### src/rtl/beef_pkg.sv
// Shared opcode and state encodings for the BeeF execution core.
package beef_pkg;

    localparam int OPC_W = 4;

    typedef enum logic [OPC_W-1:0] {
        OP_NOP   = 4'h0,
        OP_INC   = 4'h1,
        OP_DEC   = 4'h2,
        OP_RIGHT = 4'h3,
        OP_LEFT  = 4'h4,
        OP_LOOP  = 4'h5,
        OP_END   = 4'h6,
        OP_OUT   = 4'h7,
        OP_IN    = 4'h8,
        OP_HALT  = 4'hF
    } opcode_t;

    typedef enum logic [2:0] {
        S_IDLE,
        S_RUN,
        S_SKIP,
        S_WAIT_OUT,
        S_WAIT_IN,
        S_HALT,
        S_ERROR
    } state_t;

endpackage

### src/rtl/beef_loop_stack.sv
// LIFO of loop-body start addresses; top is readable combinationally.
module beef_loop_stack
    import beef_pkg::*;
#(
    parameter int PAW        = 8,
    parameter int LOOP_DEPTH = 8
) (
    input  logic           clk,
    input  logic           rst_n,
    input  logic           push,
    input  logic           pop,
    input  logic           clear,
    input  logic [PAW-1:0] push_data,
    output logic [PAW-1:0] top,
    output logic           full,
    output logic           empty
);

    localparam int SPW = $clog2(LOOP_DEPTH + 1);
    localparam int IXW = $clog2(LOOP_DEPTH);

    logic [PAW-1:0] mem [LOOP_DEPTH];
    logic [SPW-1:0] sp;
    logic [IXW-1:0] top_idx;
    logic [IXW-1:0] wr_idx;

    assign top_idx = IXW'(sp - 1'b1);
    assign wr_idx  = IXW'(sp);
    assign top     = mem[top_idx];
    assign full    = (sp == SPW'(LOOP_DEPTH));
    assign empty   = (sp == '0);

    always_ff @(posedge clk or negedge rst_n) begin
        if (!rst_n) begin
            sp <= '0;
        end else if (clear) begin
            sp <= '0;
        end else if (push && !full) begin
            sp <= sp + 1'b1;
        end else if (pop && !empty) begin
            sp <= sp - 1'b1;
        end
    end

    always_ff @(posedge clk) begin
        if (push && !full) begin
            mem[wr_idx] <= push_data;
        end
    end

endmodule

### src/rtl/beef_core.sv
// Multi-cycle BeeF execution core with hardware loop stack and byte I/O.
// Define BEEF_IO_EN to implement the '.'/',' handshake states.
module beef_core
    import beef_pkg::*;
#(
    parameter int DW         = 8,
    parameter int DAW        = 8,
    parameter int PAW        = 8,
    parameter int IW         = 9,
    parameter int LOOP_DEPTH = 8
) (
    input  logic           clk,
    input  logic           reset,
    input  logic           start,
    output logic [PAW-1:0] imem_addr,
    input  logic [IW-1:0]  imem_data,
    output logic [DAW-1:0] dmem_addr,
    input  logic [DW-1:0]  dmem_rdata,
    output logic [DW-1:0]  dmem_wdata,
    output logic           dmem_we,
    output logic           out_valid,
    output logic [DW-1:0]  out_data,
    input  logic           out_ready,
    input  logic           in_valid,
    input  logic [DW-1:0]  in_data,
    output logic           in_ready,
    output logic           busy,
    output logic           done,
    output logic           err
);

    state_t         state;
    logic [PAW-1:0] pc;
    logic [PAW-1:0] pc_inc;
    logic [DAW-1:0] ptr;
    logic [PAW-1:0] depth;
    opcode_t        opc;
    logic           cell_nz;
    logic           stk_push, stk_pop, stk_clear;
    logic [PAW-1:0] stk_top;
    logic           stk_full, stk_empty;
    logic           unused_bits;

    assign opc       = opcode_t'(imem_data[OPC_W-1:0]);
    assign cell_nz   = |dmem_rdata;
    assign pc_inc    = pc + 1'b1;
    assign imem_addr = pc;
    assign dmem_addr = ptr;
    assign out_data  = dmem_rdata;
    assign busy      = (state == S_RUN) || (state == S_SKIP) ||
                       (state == S_WAIT_OUT) || (state == S_WAIT_IN);
    assign done      = (state == S_HALT);
    assign err       = (state == S_ERROR);

`ifdef BEEF_IO_EN
    assign out_valid   = (state == S_WAIT_OUT);
    assign in_ready    = (state == S_WAIT_IN);
    assign unused_bits = ^imem_data[IW-1:OPC_W];
`else
    assign out_valid   = 1'b0;
    assign in_ready    = 1'b0;
    assign unused_bits = ^{imem_data[IW-1:OPC_W], out_ready, in_valid, in_data};
`endif

    beef_loop_stack #(
        .PAW        (PAW),
        .LOOP_DEPTH (LOOP_DEPTH)
    ) u_stack (
        .clk       (clk),
        .rst_n     (reset),
        .push      (stk_push),
        .pop       (stk_pop),
        .clear     (stk_clear),
        .push_data (pc_inc),
        .top       (stk_top),
        .full      (stk_full),
        .empty     (stk_empty)
    );

    // Data-memory writes and stack commands are decoded from the current instruction
    always_comb begin
        dmem_we    = 1'b0;
        dmem_wdata = dmem_rdata;
        stk_push   = 1'b0;
        stk_pop    = 1'b0;
        stk_clear  = 1'b0;
        case (state)
            S_IDLE, S_HALT, S_ERROR: stk_clear = start;
            S_RUN: begin
                case (opc)
                    OP_INC: begin
                        dmem_we    = 1'b1;
                        dmem_wdata = dmem_rdata + 1'b1;
                    end
                    OP_DEC: begin
                        dmem_we    = 1'b1;
                        dmem_wdata = dmem_rdata - 1'b1;
                    end
                    OP_LOOP: stk_push = cell_nz && !stk_full;
                    OP_END:  stk_pop  = !cell_nz && !stk_empty;
                    default: ;
                endcase
            end
`ifdef BEEF_IO_EN
            S_WAIT_IN: begin
                if (in_valid) begin
                    dmem_we    = 1'b1;
                    dmem_wdata = in_data;
                end
            end
`endif
            default: ;
        endcase
    end

    always_ff @(posedge clk or negedge reset) begin
        if (!reset) begin
            state <= S_IDLE;
            pc    <= '0;
            ptr   <= '0;
            depth <= '0;
        end else begin
            case (state)
                S_IDLE, S_HALT, S_ERROR: begin
                    if (start) begin
                        state <= S_RUN;
                        pc    <= '0;
                        ptr   <= '0;
                        depth <= '0;
                    end
                end
                S_RUN: begin
                    case (opc)
                        OP_RIGHT: begin
                            ptr <= ptr + 1'b1;
                            pc  <= pc_inc;
                        end
                        OP_LEFT: begin
                            ptr <= ptr - 1'b1;
                            pc  <= pc_inc;
                        end
                        OP_LOOP: begin
                            if (!cell_nz) begin
                                state <= S_SKIP;
                                depth <= '0;
                                pc    <= pc_inc;
                            end else if (stk_full) begin
                                state <= S_ERROR;
                            end else begin
                                pc <= pc_inc;
                            end
                        end
                        OP_END: begin
                            if (stk_empty)    state <= S_ERROR;
                            else if (cell_nz) pc    <= stk_top;
                            else              pc    <= pc_inc;
                        end
`ifdef BEEF_IO_EN
                        OP_OUT:  state <= S_WAIT_OUT;
                        OP_IN:   state <= S_WAIT_IN;
`endif
                        OP_HALT: state <= S_HALT;
                        default: pc    <= pc_inc;
                    endcase
                end
                S_SKIP: begin
                    if (opc == OP_END && depth == '0) begin
                        pc    <= pc_inc;
                        state <= S_RUN;
                    end else if (pc == '1) begin
                        state <= S_ERROR;
                    end else begin
                        pc <= pc_inc;
                        if (opc == OP_LOOP)     depth <= depth + 1'b1;
                        else if (opc == OP_END) depth <= depth - 1'b1;
                    end
                end
`ifdef BEEF_IO_EN
                S_WAIT_OUT: begin
                    if (out_ready) begin
                        pc    <= pc_inc;
                        state <= S_RUN;
                    end
                end
                S_WAIT_IN: begin
                    if (in_valid) begin
                        pc    <= pc_inc;
                        state <= S_RUN;
                    end
                end
`endif
                default: state <= S_IDLE;
            endcase
        end
    end

endmodule

### config.mk
export PLATFORM = sky130hd
export DESIGN_NAME = beef_core
export DESIGN_NICKNAME = d
export VERILOG_FILES = /design/src/rtl/beef_pkg.sv /design/src/rtl/beef_loop_stack.sv /design/src/rtl/beef_core.sv
export SDC_FILE = /design/constraint.sdc
export NUM_CORES = 1
export LEC_CHECK = 0
export ABC_AREA = 1
export CAP_MARGIN = 20
export CORE_MARGIN = 1
export CORE_UTILIZATION = 50
export DETAILED_ROUTE_END_ITERATION = 12
export PLACE_DENSITY_LB_ADDON = 0.12
export SLEW_MARGIN = 20
export SYNTH_ARGS = -nofsm -noshare
export SYNTH_HDL_FRONTEND = slang
export SYNTH_SLANG_ARGS = --single-unit
### constraint.sdc
create_clock -name clk -period 3 [get_ports clk]
set_input_delay 0.9 -clock clk [delete_from_list [all_inputs] [get_ports clk]]
set_output_delay 0.9 -clock clk [all_outputs]
set_load 0.005 [all_outputs]
==> results.env, run 1 <==
STATUS='finished with violations'
FAILED_CHECKS='negative setup slack'
ROUTED-WL-MET2_UM=7750
CLK_LATENCY_NS=0.34
FIRST_GLOBAL_VIAS=5225
WL_UM=15700
RSZ0062_AT_GRT='yes'
ACHIEVABLE-FREQUENCY_MHz=291
GP_CONGESTION=0.873
R2R_CELLS=10
CLK_PIN_SLEW_NS=0.06
FIN_CELLS=961
MET3_WIRELENGTH_UM=1050
DETAILEDROUTE.FIRSTITERATIONVIOLATIONS=354
AVGSYNTHCELLAREA_UM2=8.35
LAYOUT_COMMON_CELLS='177 x sky130_fd_sc_hd__nand2_1, 84 x sky130_fd_sc_hd__buf_4, 72 x sky130_fd_sc_hd__nand3_1'
NUM-NETS-FINAL=860
MAX-SLEW-MARGIN-REL=0.539
REQUIRED_NS=2.10
INITIAL_UTILIZATION=0.521
MET1WIRELENGTH_UM=6580
NUMBER_OF_CTS_INSERTED_BUFFERS=9
ACTUAL_TRANSITION_AT_THE_WORST_MAX_TRANSITION_PIN_NS=0.689
CP-END-KIND='primary output'
NUM_IO_PINS=68
VIAS=5297
CLK_PATH_BUF_DEPTH=2
POST-ROUTE-DRC-COUNT=0
GRT_ANTENNA_BEFORE_REPAIR=0
HIGHEST_LAYER='met4'
FINALMAXSLEWVIOLATIONS=0
CELLPOWERDENSITY_nW_PER_UM2=726
POST_SYNTHESIS_CELLS=685
POSTROUTEANTENNANETS=0
SEQUENTIAL_FRACTION_OF_THE_SYNTHESIS_AREA=0.472
FIN_WS_NS=-0.433
GROUTE.USAGE.OVERALL=0.279
DIE_HEIGHT_UM=109
CLOCKROOTBUFFER='sky130_fd_sc_hd__clkbuf_16'
SYNTH_WARNINGS=0
NUMBER_OF_DETAILED_ROUTING_ITERATIONS_RUN_BEFORE_ANTENNA_REPAIR=5
CP_MAX_FO=4
IRDROPWORSTVDD_mV=0.570
ROUTED_VIA_DENSITY=5.51
TIMING.HOLD.WORST.CLASS='reg2reg'
PIN_COUNT_OF_THE_BIGGEST_NET_ENTERING_GLOBAL_ROUTING=37
FIRST_PASS_GRT_WIRE_LENGTH_UM=25300
HOLD_PATH_DEPTH=2
FIN_WORST_SKEW_NS=0.0121
SYNTH-ASYNC-RESET-RATIO=0.326
CTS-HTREE-LEVELS=3
REG2REG_SETUP_SLACK_NS=0.64
MAX-CAP-VIOLATIONS=0
NUMPLACEDINSTANCES=921
R2R_END='imem_addr[3]$_DFFE_PN0P_'
ANTENNA_CELLS_INSERTED=0
SYNTHDISTINCTLIBCELLS=46
FLOORPLAN.DIE_AREA_UM2=11900
POST-ROUTE-PERIOD-UTIL=1.14
SYNTH-EDFF-COUNT=64
WIRE_PER_INST_UM=16.3
PLACED_CELL_AREA_UM2=6820
NFILLCELLS=867
LAYOUT_COMMONEST_CELL='sky130_fd_sc_hd__nand2_1'
HOLD_VIOL=0
SEQ_AREA_UM2=2700
WORSTREG2REGSTART='u_stack.sp[1]$_DFFE_PN0P_'
TIMING.HOLD.WORST_ENDPOINT='depth[1]$_DFFE_PN0P_'
SETUP.WORST_PATH.CLASS='in2out'
DIE_W_UM=109
TRITONCTS='yes'
PLACEMENT.IO_BUFFERS=50
PLACE_WS_NS=-1.10
WORST_HOLD_STARTPOINT='depth[1]$_DFFE_PN0P_'
LEAKAGE_nW=3.52
DETAILED_PLACE_HPWL_UM=10700
STD_CELL_ROWS=38
FLIP_FLOP_CELL_WITH_THE_HIGHEST_COUNT_AFTER_SYNTHESIS='sky130_fd_sc_hd__edfxtp_1'
AREA_DELTA_SYNTH_FINAL_PCT=30.8
WORST-ENDPOINT-ARRIVAL_NS=2.53
GLOBAL_ROUTE.OVERFLOW_TOTAL=0
DRIVE_ABOVE_1_SHARE=0.267
SYN-CELL-AREA_UM2=5720
MULTI_INPUT_COMB_AREA_UM2=2700
DESIGN_AREA_UM2=7480
MIN_PERIOD_NS=3.43
TNS_NS=-1.72
CLOCK_SINKS=95
CORE_REGION_AREA_UM2=11000
SETUP_VIOL=6
SYNTH-SEQ-CELLS=95
CRIT_PATH_START_KIND='input pin'
synthesized netlist by cell type (all sizes together), types with 3 or more instances:
| master | count | share of area |
|---|---|---|
| dfrtp | 31 | 0.14 |
| inv | 85 | 0.056 |
| nor2 | 46 | 0.044 |
| nand2 | 206 | 0.14 |
| clkbuf | 7 | 0.0046 |
| nand3 | 87 | 0.085 |
| clkinv | 4 | 0.0031 |
| buf | 17 | 0.021 |
| o211ai | 5 | 0.0074 |
| o221ai | 6 | 0.0092 |
| ha | 14 | 0.031 |
| o21ai | 46 | 0.041 |
| nand3b | 5 | 0.0066 |
| o21bai | 3 | 0.0046 |
| xnor2 | 7 | 0.012 |
| nand4 | 5 | 0.0055 |
| xor2 | 12 | 0.018 |
| nor3 | 13 | 0.015 |
| edfxtp | 64 | 0.34 |
| a21oi | 13 | 0.011 |
worst max-delay path by stage:
stage,start,endpoint,slack [ns],cells after the start
after floorplan,imem_data[1],dmem_wdata[6],-0.03,16
after global placement,imem_data[1],dmem_wdata[6],-1.02,18
after detailed placement,imem_data[1],dmem_wdata[4],-1.10,19
after CTS,imem_data[1],dmem_wdata[4],-0.38,20
after global routing,imem_data[3],dmem_wdata[6],-0.54,18
final,imem_data[1],dmem_wdata[6],-0.43,19
repair_timing:
action / in CTS / in global routing
pin swaps: 22 / 19
endpoints found under the setup margin: 9 / 10
setup buffers: 22 / 5
gates resized for setup: 85 / 46
hold buffers: 0 / 0
cloned: 0 / 0
state kept, by name, summed over array words and instances (netlist names):
signal,cells
u_stack.sp,4
state,3
depth,8
dmem_addr,8
imem_addr,8
u_stack.mem,64
area by class of cell:
| class | count | share of cell area |
|---|---|---|
| Timing Repair Buffer | 143 | 0.164 |
| Tap cell | 140 | 0.0234 |
| Clock inverter | 6 | 0.0132 |
| Clock buffer | 10 | 0.0306 |
| Sequential cell | 95 | 0.361 |
| Multi-Input combinational cell | 478 | 0.360 |
| Inverter | 89 | 0.0473 |
critical path: stages:
cell,delay (ns)
sky130_fd_sc_hd__buf_8,0.10
sky130_fd_sc_hd__inv_12,0.03
sky130_fd_sc_hd__nor2_4,0.13
sky130_fd_sc_hd__nand2_2,0.09
sky130_fd_sc_hd__nand2_2,0.08
sky130_fd_sc_hd__nand2_1,0.06
sky130_fd_sc_hd__inv_1,0.05
sky130_fd_sc_hd__ha_2,0.17
sky130_fd_sc_hd__inv_2,0.03
sky130_fd_sc_hd__nand2_2,0.05
sky130_fd_sc_hd__inv_2,0.04
sky130_fd_sc_hd__nor2_4,0.12
sky130_fd_sc_hd__buf_6,0.12
sky130_fd_sc_hd__nand3_4,0.07
sky130_fd_sc_hd__nand2_2,0.08
sky130_fd_sc_hd__nand2_1,0.06
sky130_fd_sc_hd__nand3_1,0.10
sky130_fd_sc_hd__o21ai_1,0.08
sky130_fd_sc_hd__buf_2,0.14
report_power, final:
group | leakage (nW) | switching [mW] | internal (mW) | total (mW)
sequential | 1.03 | 0.142 | 1.58 | 1.72
clock | 0.157 | 0.516 | 0.746 | 1.26
combinational | 2.33 | 1.53 | 0.923 | 2.45
logic make-up (layout without fill, tap and decap cells):
logic type,after synthesis,in the layout,share of synthesized area
buf+inv,113,248,0.0846
flops,95,95,0.472
compound gates,79,79,0.0809
fa+ha+maj,14,14,0.0306
other cells,1,2,0.000656
xor+xnor,19,19,0.0304
simple gates,364,364,0.301
per-layer routing:
| metal | up-vias | track usage |
|---|---|---|
| met5 | - | 0 |
| met4 | 0 | 0.0830 |
| met3 | 30 | 0.0604 |
| met2 | 210 | 0.465 |
| met1 | 2530 | 0.362 |
| li1 | 2527 | - |
through the flow:
stage / total power [mW] / hold WS (ns) / utilization
after floorplan: 3.26 / 0.471 / -
after global placement: 4.05 / 0.489 / 0.621
after detailed placement: 4.12 / 0.496 / 0.621
after CTS: 5.42 / 0.513 / 0.669
after global routing: 5.77 / 0.556 / 0.681
final: 5.43 / 0.513 / 0.681
No activity file was read; power rests on OpenSTA's default activity.
==> inputs of run 2 (changes only) <==
--- a/config.mk
+++ b/config.mk
@@ -10,6 +10,7 @@
 export CORE_MARGIN = 1
 export CORE_UTILIZATION = 50
 export DETAILED_ROUTE_END_ITERATION = 12
+export GPL_TIMING_DRIVEN = 0
 export PLACE_DENSITY_LB_ADDON = 0.12
 export SLEW_MARGIN = 20
 export SYNTH_ARGS = -nofsm -noshare
==> run 2 against run 1 <==
  * The run still ends with negative setup slack left
  * Critical path depth unchanged
  * Power decreased by 5.4%
  * Final area decreased by 3.0%
  * Largest cell class is now multi-input gates
  * Highest routed layer unchanged
==> results.env, run 2 (synthesized netlist as in run 1, its figures left out) <==
STATUS='finished with violations'
FAILED_CHECKS='negative setup slack'
INITIAL_UTILIZATION=0.521  # unchanged
SETUP.WORST_PATH.CLASS='in2out'
LAYOUT_COMMONEST_CELL='sky130_fd_sc_hd__nand2_1'
STD_CELL_ROWS=38  # unchanged
TIMING.HOLD.WORST.CLASS='in2async'
TRITONCTS='yes'
TIMING.HOLD.WS_NS=0.348  # -0.165 ns
FLOORPLAN.DIE_AREA_UM2=11900  # unchanged
FLIP_FLOP_COUNT_OF_THE_LARGEST_REGISTER_AFTER_LAYOUT=64  # unchanged
DETAILEDROUTE.FIRSTITERATIONVIOLATIONS=446  # +26%
LEAKAGE_nW=3.35  # -4.8%
MULTI_INPUT_COMB_AREA_UM2=2740  # +1.7%
IRDROPWORSTVDD_mV=0.528  # -7.4%
WL_UM=15200  # -2.9%
FIN_WS_NS=-0.359  # +0.0743 ns
CRITICAL_PATH.MAX_STAGE_DELAY_NS=0.15  # -0.02 ns
POST_CTS_HOLD_BUFFER_COUNT=0  # unchanged
SETUP_VIOL=6  # unchanged
MAX-SLEW-MARGIN-REL=0.449  # -0.0907
DIE_W_UM=109  # unchanged
MAX_FLOP_REGISTER='u_stack.mem'
DRIVE_ABOVE_1_SHARE=0.224  # -0.0426
ACTUAL_TRANSITION_AT_THE_WORST_MAX_TRANSITION_PIN_NS=0.824  # +0.136 ns
CORE_REGION_AREA_UM2=11000  # unchanged
REG2REG_SETUP_SLACK_NS=0.15  # -0.49 ns
NUMBER_OF_CTS_INSERTED_BUFFERS=9  # unchanged
POST-ROUTE-DRC-COUNT=0  # unchanged
WORST-PATH-BUF-INV=7  # unchanged
CLK_LATENCY_NS=0.35  # about the same
POSTROUTEANTENNANETS=0  # unchanged
CELLPOWERDENSITY_nW_PER_UM2=708  # -2.5%
CLK_PIN_SLEW_NS=0.06  # about the same
AREA_DELTA_SYNTH_FINAL_PCT=26.8
PLACEMENT.IO_BUFFERS=50  # unchanged
GRT_ANTENNA_BEFORE_REPAIR=0  # unchanged
REQUIRED_NS=2.10  # about the same
NUMBER_OF_DETAILED_ROUTING_ITERATIONS_RUN_BEFORE_ANTENNA_REPAIR=5  # unchanged
VIAS=5104  # -3.6%
ACHIEVABLE-FREQUENCY_MHz=298  # +2.2%
CP_MAX_FO=4  # unchanged
DESIGN_AREA_UM2=7250  # -3.0%
PATH_DELAY_FAMILY='simple AND/OR/NAND/NOR gates'
SLOWEST_STAGE_CELL_ON_THE_CRITICAL_PATH='sky130_fd_sc_hd__nor2_4'
GLOBAL_ROUTE.OVERFLOW_TOTAL=0  # unchanged
ANTENNA_CELLS_INSERTED=0  # unchanged
CTS-HTREE-LEVELS=3  # unchanged
PLACED_CELL_AREA_UM2=6480  # -4.8%
HOLD_VIOL=0  # unchanged
CLOCKROOTBUFFER='sky130_fd_sc_hd__clkbuf_16'
CRIT_CHAIN='buf_8, nor2_4, nand2_2, buf_6, nand2_4, nand2_2, inv_2, ha_4, inv_2, nand2_2, inv_2, nor2_4, buf_6, nand3_4, nand2_1, nand2_1, nand3_1, o21ai_1, buf_2'
POST-ROUTE-PERIOD-UTIL=1.12  # -0.0248
NUM-NETS-FINAL=833  # -3.1%
RSZ0062_AT_GRT='yes'
MIN_PERIOD_NS=3.36  # -0.0743 ns
CP-END-KIND='primary output'
CLK_PATH_BUF_DEPTH=2  # unchanged
FIRST_PASS_GRT_WIRE_LENGTH_UM=23600  # -6.7%
DIE_HEIGHT_UM=109  # unchanged
DETAILED_PLACE_HPWL_UM=10300  # -3.0%
CRIT_PATH_START_KIND='input pin'
CLOCK_SINKS=95  # unchanged
MAX-CAP-VIOLATIONS=0  # unchanged
ROUTED_VIA_DENSITY=5.46  # -0.86%
NUM_IO_PINS=68  # unchanged
LAYOUT_COMMON_CELLS='183 x sky130_fd_sc_hd__nand2_1, 75 x sky130_fd_sc_hd__nand3_1, 66 x sky130_fd_sc_hd__inv_1'
PIN_COUNT_OF_THE_BIGGEST_NET_ENTERING_GLOBAL_ROUTING=30  # -19%
FIN_WORST_SKEW_NS=0.00952  # -0.00260 ns
SEQ_AREA_UM2=2700  # unchanged
WORST-ENDPOINT-ARRIVAL_NS=2.46  # -0.07 ns
GP_CONGESTION=0.870  # -0.33%
FINALMAXSLEWVIOLATIONS=0  # unchanged
FIRST_GLOBAL_VIAS=4832  # -7.5%
GROUTE.USAGE.OVERALL=0.264  # -0.0152
NFILLCELLS=883  # +1.8%
WIRE_PER_INST_UM=16.3  # -0.13%
==> run 2: cell count changes in the layout (fill, tap and decap cells not counted), sizes merged, moves of 2 or more <==
cell | previous run | this run
buf | 106 | 73
dlygate4sd2 | 0 | 7
clkbuf | 11 | 17
dlymetal6s2s | 5 | 0
bufinv | 2 | 0
inv | 89 | 87
==> run 2: path summary, 6_finish.rpt <==
check / start / end / cells after the start
setup / recovery: imem_data[3] / dmem_wdata[6] / 19
hold / removal: reset / u_stack.sp[0]$_DFFE_PN0P_ / 1
setup reg to reg: u_stack.sp[1]$_DFFE_PN0P_ / u_stack.mem[4][1]$_DFFE_PP_ / 10
hold reg to reg: depth[4]$_DFFE_PN0P_ / depth[4]$_DFFE_PN0P_ / 2
max in group asynchronous: reset / depth[2]$_DFFE_PN0P_ / 2
min in group clk: depth[4]$_DFFE_PN0P_ / depth[4]$_DFFE_PN0P_ / 2
==> run 2: cell type report <==
class / instances / area share
Multi-Input combinational cell: 478 / 0.378
Sequential cell: 95 / 0.372
Buffer: 22 / 0.0198
Clock buffer: 12 / 0.0340
Inverter: 89 / 0.0492
Timing Repair Buffer: 94 / 0.119
Clock inverter: 4 / 0.00414
Tap cell: 140 / 0.0241
==> run 2: report_power, final <==
| part | internal [mW] | switching [mW] | total, mW | leakage (nW) |
|---|---|---|---|---|
| logic | 0.810 | 1.52 | 2.33 | 2.18 |
| clock network | 0.590 | 0.500 | 1.09 | 0.134 |
| registers | 1.58 | 0.139 | 1.72 | 1.03 |
==> run 2: timing repair <==
action | 4_1_cts | 5_1_grt
setup endpoints to repair | 77 | 43
gates resized for setup | 99 | 20
buffers inserted | 28 | 12
pin swaps | 24 | 13
==> run 2: per-stage QoR <==
step	total power, mW	setup slack [ns]	util	TNS [ns]	instances
floorplan	3.26	-0.0334	-	-0.0641	686
detailed placement	3.96	-1.45	0.590	-51.88	880
CTS	5.11	-0.366	0.646	-1.46	923
finish	5.14	-0.359	0.661	-1.59	934
global route	5.48	-0.485	0.661	-2.27	934
global placement	3.91	-1.43	0.584	-70.42	876
==> run 2: worst reg2reg max path, stage by stage (launching register included) <==
cell                      delay, ns
sky130_fd_sc_hd__dfrtp_1       0.53
sky130_fd_sc_hd__inv_1         0.28
sky130_fd_sc_hd__ha_1          0.32
sky130_fd_sc_hd__nand2_1       0.12
sky130_fd_sc_hd__nor2_1        0.10
sky130_fd_sc_hd__nor3_2        0.18
sky130_fd_sc_hd__nand2_2       0.17
sky130_fd_sc_hd__inv_2         0.12
sky130_fd_sc_hd__nand2_1       0.24
sky130_fd_sc_hd__nor3_4        0.27
sky130_fd_sc_hd__buf_4         0.22
==> run 2: layer usage <==
layer  up-vias  wire, µm  global-route usage
li1       2468         -                   -
met3        20       959              0.0652
met2       163      7400               0.412
met1      2453      6670               0.362
met5         -         0                   0
met4         0       209              0.0782
